[src/rtl/div_unit.sv]
// div_unit: multi-cycle restoring divider for MIPS DIV/DIVU.
// One quotient bit per cycle. Operands are reduced to magnitudes on accept,
// and the signs are restored in the FINISH cycle. Quotient goes to LO and
// remainder goes to HI. busy is registered so the hazard unit never sees a
// combinational path from start.
module div_unit #(
    parameter int WIDTH = 32
) (
    input  logic             clk,
    input  logic             resetn,
    input  logic             start,
    input  logic             signed_div,
    input  logic             annul,
    input  logic [WIDTH-1:0] opa,
    input  logic [WIDTH-1:0] opb,
    output logic             busy,
    output logic             done,
    output logic [WIDTH-1:0] hi,
    output logic [WIDTH-1:0] lo
);

    localparam int CNT_W = $clog2(WIDTH) + 1;
    localparam logic [CNT_W-1:0] CNT_ONE  = CNT_W'(1);
    localparam logic [CNT_W-1:0] CNT_LAST = CNT_W'(WIDTH - 1);

    typedef enum logic [1:0] {
        IDLE   = 2'd0,
        RUN    = 2'd1,
        FINISH = 2'd2
    } state_t;

    state_t           state_q, state_d;
    logic [CNT_W-1:0] cnt_q, cnt_d;
    logic [WIDTH-1:0] rem_q, rem_d;
    logic [WIDTH-1:0] quo_q, quo_d;
    logic [WIDTH-1:0] dvs_q, dvs_d;
    logic [WIDTH-1:0] hi_q, hi_d;
    logic [WIDTH-1:0] lo_q, lo_d;
    logic             qneg_q, qneg_d;
    logic             rneg_q, rneg_d;
    logic             busy_q;

    // Partial remainder after the left shift. It is one bit wider than the
    // divisor, so the trial subtract can be judged by a plain compare.
    logic [WIDTH:0]   shifted;
    logic             fits;

    function automatic logic [WIDTH-1:0] negate(input logic [WIDTH-1:0] v);
        return {WIDTH{1'b0}} - v;
    endfunction

    // Negative two's-complement operands are reduced to a magnitude, but only
    // in signed mode. The magnitude of 0x80000000 wraps to 0x80000000. That
    // value is still correct when it is treated as unsigned.
    function automatic logic [WIDTH-1:0] magnitude(input logic [WIDTH-1:0] v,
                                                   input logic             sgn);
        return (sgn && v[WIDTH-1]) ? negate(v) : v;
    endfunction

    // Shift-and-trial-subtract datapath for one restoring step
    always_comb begin
        shifted = {rem_q, quo_q[WIDTH-1]};
        fits    = (shifted >= {1'b0, dvs_q});
    end

    // Next-state logic, datapath updates and the done pulse
    always_comb begin
        state_d = state_q;
        cnt_d   = cnt_q;
        rem_d   = rem_q;
        quo_d   = quo_q;
        dvs_d   = dvs_q;
        qneg_d  = qneg_q;
        rneg_d  = rneg_q;
        hi_d    = hi_q;
        lo_d    = lo_q;
        done    = 1'b0;
        case (state_q)
            IDLE: begin
                if (start && !annul) begin
                    rem_d   = '0;
                    quo_d   = magnitude(opa, signed_div);
                    dvs_d   = magnitude(opb, signed_div);
                    qneg_d  = signed_div & (opa[WIDTH-1] ^ opb[WIDTH-1]);
                    rneg_d  = signed_div & opa[WIDTH-1];
                    cnt_d   = '0;
                    state_d = RUN;
                end
            end
            RUN: begin
                if (annul) begin
                    state_d = IDLE;
                end else begin
                    rem_d = fits ? (shifted[WIDTH-1:0] - dvs_q) : shifted[WIDTH-1:0];
                    quo_d = {quo_q[WIDTH-2:0], fits};
                    cnt_d = cnt_q + CNT_ONE;
                    if (cnt_q == CNT_LAST) begin
                        state_d = FINISH;
                    end
                end
            end
            FINISH: begin
                state_d = IDLE;
                if (!annul) begin
                    lo_d = qneg_q ? negate(quo_q) : quo_q;
                    hi_d = rneg_q ? negate(rem_q) : rem_q;
                    done = 1'b1;
                end
            end
            default: state_d = IDLE;
        endcase
    end

    // State, datapath and result registers, cleared asynchronously
    always_ff @(posedge clk or negedge resetn) begin
        if (!resetn) begin
            state_q <= IDLE;
            cnt_q   <= '0;
            rem_q   <= '0;
            quo_q   <= '0;
            dvs_q   <= '0;
            qneg_q  <= 1'b0;
            rneg_q  <= 1'b0;
            hi_q    <= '0;
            lo_q    <= '0;
            busy_q  <= 1'b0;
        end else begin
            state_q <= state_d;
            cnt_q   <= cnt_d;
            rem_q   <= rem_d;
            quo_q   <= quo_d;
            dvs_q   <= dvs_d;
            qneg_q  <= qneg_d;
            rneg_q  <= rneg_d;
            hi_q    <= hi_d;
            lo_q    <= lo_d;
            busy_q  <= (state_d != IDLE);
        end
    end

    assign busy = busy_q;
    assign hi   = hi_q;
    assign lo   = lo_q;

endmodule

[config.mk]
export PLATFORM = sky130hd
export DESIGN_NAME = div_unit
export DESIGN_NICKNAME = d
export VERILOG_FILES = /design/src/rtl/div_unit.sv
export SDC_FILE = /design/constraint.sdc
export NUM_CORES = 1
export LEC_CHECK = 0
export CELL_PAD_IN_SITES_DETAIL_PLACEMENT = 1
export CELL_PAD_IN_SITES_GLOBAL_PLACEMENT = 1
export CORE_MARGIN = 10
export CORE_UTILIZATION = 40
export CTS_BUF_LIST = sky130_fd_sc_hd__clkbuf_2
export DETAILED_ROUTE_END_ITERATION = 12
export HOLD_SLACK_MARGIN = 0.05
export PLACE_DENSITY = 0.75
export REMOVE_ABC_BUFFERS = 1
export SLEW_MARGIN = 20
export SYNTH_ARGS = -nofsm -noshare
export SYNTH_HDL_FRONTEND = slang
export SYNTH_SLANG_ARGS = --single-unit
[constraint.sdc]
create_clock -name clk -period 7.67 [get_ports clk]
set_clock_uncertainty 0.1 [all_clocks]
set_input_delay 1.1505 -clock clk [delete_from_list [all_inputs] [get_ports clk]]
set_output_delay 1.1505 -clock clk [all_outputs]
set_load 0.03 [all_outputs]
==> reports/qor.yml, run 1 <==
status: "finished clean"
slew_headroom_pct: 28.4
path_class: "in -> out"
clkTransAtPathRegs_ns: 0.29
die_w_um: 186
drt-initial-drc-count: 555
r2r-start: "rem_q[3]$_DFFE_PN0P_"
start_util_pct: 40.8
grt-busiest-layer: "met2"
hold_violations: 0
cts.sinks: 171
crit_path_start: "annul"
synth_top_family_by_area: "compound AO/OA/AOI/OAI gates"
synth_compound_area_share_pct: 21.5
switching_share_pct: 38.2
gr-usage-all-layers_pct: 19.0
cts_resized: 0
synth_seq_cells: 171
async_flop_share_pct: 100
finalNetCount: 1556
synth_top_flop_cell: "dfrtp_1"
fillCellCount: 3269
cts.path.max_buffers: 2
dp_slack_ns: 3.27
synth_top_area_share_pct: 38.7
grt_start_max_net_pins: 89
syn_inst: 1353
p_clk_share_pct: 22.1
first_pass_iters: 5
rr_endpoint: "rem_q[31]$_DFFE_PN0P_"
synth.distinct_cells: 64
insertion_delay_ns: 0.78
place_hpwl_mm: 25.5
synth-simple-area-share_pct: 18.2
finalWorstSetupSlack_ns: 3.39
port_buffers: 134
viasPerCell: 5.44
vias: 9975
wirelength_mm: 32.9
synth-edff-count: 0
drive_gt1_share_pct: 3.97
post-cts-setup-buffer-count: 0
synthMuxAreaShare_pct: 1.28
synthXorXnorAreaFrac_pct: 11.6
ff2ff_path_depth: 10
use_met3_pct: 2.41
fp-row-count: 60
end_kind: "output port"
cts_tree: "yes"
cts_hold_buf: 0
synth_area_leader_cell: "dfrtp_1"
synth_area_um2: 11100
cap_violations: 0
synthAdderAreaFrac_pct: 4.37
power_leakage_nw: 5.64
area_growth_pct: 17.1
clock.fmax_ghz: 0.234
pwr-share-seq_pct: 50.3
crit_fanout: 53
grt_pass1_wl_mm: 53.7
grt_util_met1_pct: 26.7
rsz0062_at_grt: "false"
combPwrFrac_pct: 27.6
antenna_found_initial: 1
ys_seq_area_share_pct: 38.7
die_area_um2: 34700
total_power_w: 0.00213
syn_area_per_cell_um2: 8.17
ios: 135
worst_pin_slew_ns: 1.07
ir_drop_mv: 0.0628
r2r_setup_slack_ns: 4.18
htreeDepth: 4
cts_root_buffer: "clkbuf_2"
post-route-period-util_pct: 55.8
final_common_cell: "nand2_1"
grt_pass1_vias: 10200
core_area_um2: 27100
critPathLaunchType: "primary input"
power.switching_w: 0.000813
cp.arrival_ns: 3.03
synth_warnings: 0
fin_crit_ns: 4.28
tns_ns: 0
setup_viol: 0
drv_slew: 0
post-route-drc-count: 0
cts_made_buffers: 17
wl_per_cell_um: 17.9
powerDensity_nw_per_um2: 164
yosys-top-cells-area: "dfrtp_1 39%, o21ai_0 7.9%, xor2_1 7.2%, nand2_1 6.4%, a21oi_1 5.7%"
gp_congestion: 0.880
die_h_um: 186
internal_power_w: 0.00132
grt_use_met2_pct: 30.8
min_path_type: "in -> async"
grt_overflow: 0
worstPathRequired_ns: 6.42
final_cell_mix: "188 x nand2_1, 174 x o21ai_0, 171 x dfrtp_1"
ant_nets: 0
[cell usage after synthesis, types with 18 or more instances]
master / instances
nor4_1: 18
xor2_1: 91
dfrtp_1: 171
nor3_1: 19
ha_1: 37
o21ai_0: 174
o31ai_1: 18
a21oi_1: 127
nor2_1: 120
inv_1: 60
xnor2_1: 56
nand2_1: 189
clkbuf_1: 64
[through the flow]
step	util (%)	hold WS, ns	instances	area (um^2)
6_report	47.8	0.148	1835	12900
5_1_grt	47.8	0.0627	1835	12900
4_1_cts	47.8	0.113	1834	12900
3_5_place_dp	47.0	0.369	1802	12700
3_3_place_gp	47.0	0.361	1802	12700
2_1_floorplan	-	0.344	1287	10800
[critical path, cell delays in order]
cell             delay (ns)
clkdlybuf4s50_1        0.50
nor2_1                 0.22
nand2_4                0.30
inv_1                  0.13
clkdlybuf4s50_1        0.69
[cells by family (layout without fill, tap and decap cells)]
logic type               after synthesis  after routing
AO/OA/AOI/OAI                        417            417
buffers and inverters                127            236
XOR/XNOR                             147            147
multiplexers                          14             14
other                                  0              1
adder cells (fa/ha/maj)               38             38
AND/OR/NAND/NOR                      439            439
flip-flops                           171            171
[power groups by stage]
stage	Combinational, W	Clock (W)	Sequential (W)
4_1_cts	0.000591	0.000487	0.00107
6_report	0.000588	0.000470	0.00107
2_1_floorplan	0.000401	0	0.00106
3_5_place_dp	0.000588	0	0.00109
3_3_place_gp	0.000575	0	0.00108
5_1_grt	0.000663	0.000529	0.00109
[sequential cells by signal, indices dropped and copies added, names as in the netlist]
| signal | flops |
|---|---|
| busy | 1 |
| cnt_q | 6 |
| dvs_q | 32 |
| hi | 32 |
| lo | 32 |
| qneg_q | 1 |
| quo_q | 32 |
| rem_q | 32 |
| rneg_q | 1 |
| state_q | 2 |
[area by class of cell]
class | count | area (um^2) | area share (%)
timing repair buffer | 143 | 1410 | 10.9
antenna | 1 | 2.50 | 0.0193
clock buffer | 18 | 90.1 | 0.696
clock inverter | 14 | 129 | 0.995
tap | 372 | 465 | 3.59
multi-input combinational | 1055 | 6340 | 49.0
inverter | 61 | 229 | 1.77
sequential | 171 | 4280 | 33.0
[per-layer routing]
layer	up-vias	routed length, um
li1	4925	-
met2	187	15100
met4	0	274
met5	-	0
met3	21	1230
met1	4842	16300
[worst max-delay path by stage]
stage / endpoint / slack [ns]
floorplan: dvs_q[0]$_DFFE_PN0P_ / 0.28
global placement: dvs_q[30]$_DFFE_PN0P_ / 3.34
detailed placement: dvs_q[30]$_DFFE_PN0P_ / 3.27
CTS: done / 3.34
global route: done / 3.24
finish: done / 3.39
(Power assumes the default switching activity.)
==> run 2: changes to the inputs <==
- clock period: 7.67 -> 4.3 ns (I/O delays scaled with it)
==> reports/qor.yml, run 2 (synthesis results as in run 1) <==
status: "finished clean"
drv_slew: 0
post-route-period-util_pct: 84.9
vias: 9922
drive_gt1_share_pct: 4.43
path_cells: "nor4_1, nand2_1, nor2_1, nand2_1, or4_1, or3_1, o31ai_1, xnor2_1, o21ai_1"
rsz0062_at_grt: "false"
grt_pass1_vias: 10200
setup_viol: 0
path_class: "reg -> reg"
htreeDepth: 4
crit_fanout: 5
die_area_um2: 34700
end_kind: "register"
finalNonFillerCells: 1841
die_h_um: 186
worst_pin_slew_ns: 0.863
powerDensity_nw_per_um2: 298
final_common_cell: "nand2_1"
die_w_um: 186
dp_slack_ns: 0.607
place_inst: 1807
holdWs_ns: 0.336
cts_tree: "yes"
rr_endpoint: "lo[31]$_DFFE_PN0P_"
cp_slowest_cell: "o31ai_1"
insertion_delay_ns: 0.78
grt_pass1_wl_mm: 54.6
ir_drop_mv: 0.127
cpLargestDelayFamily: "simple AND/OR/NAND/NOR gates"
grt_start_max_net_pins: 88
post-route-drc-count: 0
post-cts-setup-buffer-count: 0
cap_violations: 0
slew_headroom_pct: 42.5
path_buf_inv: 0
min_path_type: "in -> async"
hold_violations: 0
cpPeakStageDelay_ns: 0.65
critPathLaunchType: "register"
cts.path.max_buffers: 2
place_hpwl_mm: 26.0
wirelength_mm: 33.5
drt-initial-drc-count: 457
first_pass_iters: 4
antenna_found_initial: 1
cts.sinks: 171
tns_ns: 0
crit_path_start: "quo_q[6]$_DFFE_PN0P_"
total_power_w: 0.00389
r2r_setup_slack_ns: 0.65
core_area_um2: 27100
fp-row-count: 60
cts_made_buffers: 17
fin_crit_ns: 3.65
power_leakage_nw: 5.71
clkTransAtPathRegs_ns: 0.30
cp.arrival_ns: 4.28
wl_per_cell_um: 18.2
finalNetCount: 1562
ant_nets: 0
clock.fmax_ghz: 0.274
r2r-start: "quo_q[6]$_DFFE_PN0P_"
area_growth_pct: 18.2
finalWorstSetupSlack_ns: 0.650
final_cell_mix: "188 x nand2_1, 174 x o21ai_0, 170 x dfrtp_1"
ios: 135
ff2ff_path_depth: 9
start_util_pct: 40.8
gr-usage-all-layers_pct: 19.5
worstPathRequired_ns: 4.93
cts_root_buffer: "clkbuf_2"
cp_common_cell: "nand2_1"
gp_congestion: 0.907
viasPerCell: 5.39
grt_overflow: 0
port_buffers: 134
run 2: cell count changes in the layout (fill, tap and decap cells not counted), sizes merged:
cell and change:
buf +5, clkinvlp -2, bufinv +1, clkbuf -1, clkinv +1, dlygate4sd3 +1, inv +1
run 2: layout make-up:
class,instances,area [um^2]
Fill cell,3288,14000
Multi-Input combinational cell,1055,6340
Tap cell,372,465
Inverter,61,229
Clock inverter,15,174
Clock buffer,17,85.1
Sequential cell,171,4280
Timing Repair Buffer,149,1480
Antenna cell,1,2.50
run 2: worst register-to-register path, delay by kind of cell (launching register included):
family	cells	cell delay, ns
xor gates and xnor gates	1	0.35
AOI/OAI and AO/OA	2	0.87
and+or+nand+nor	6	1.79
DFF	1	0.51
run 2: layer usage:
| metal | part of all wire, % | global-route usage (%) | up-vias |
|---|---|---|---|
| met2 | 46 | 31.7 | 153 |
| met4 | 1.7 | 5.48 | 0 |
| met3 | 3.0 | 2.00 | 27 |
| li1 | - | - | 4924 |
| met5 | 0 | 0 | - |
| met1 | 49 | 26.9 | 4818 |
run 2: report_power, final:
group | internal, W | total [W] | switching (W)
logic | 0.000435 | 0.00105 | 0.000620
clock network | 0.000251 | 0.000928 | 0.000677
registers | 0.00174 | 0.00191 | 0.000170
run 2: worst max path at each step:
stage	depth (start not counted)	slack, ns	end
floorplan	2	-2.59	dvs_q[0]$_DFFE_PN0P_
finish	9	0.65	lo[31]$_DFFE_PN0P_
global placement	9	0.68	lo[31]$_DFFE_PN0P_
global route	9	0.40	lo[31]$_DFFE_PN0P_
CTS	9	0.60	lo[31]$_DFFE_PN0P_
detailed placement	10	0.61	quo_q[26]$_DFFE_PN0P_
run 2: stage by stage:
stage | cell area, um^2 | util [%]
final | 13100 | 48.2
after global routing | 13100 | 48.2
after floorplan | 10800 | -
after detailed placement | 12800 | 47.2
after CTS | 13100 | 48.2
after global placement | 12800 | 47.2
run 2: what timing repair did:
action	CTS	global route
endpoints found under the hold margin	82	0
hold buffers	1	0
gates resized for setup	0	0
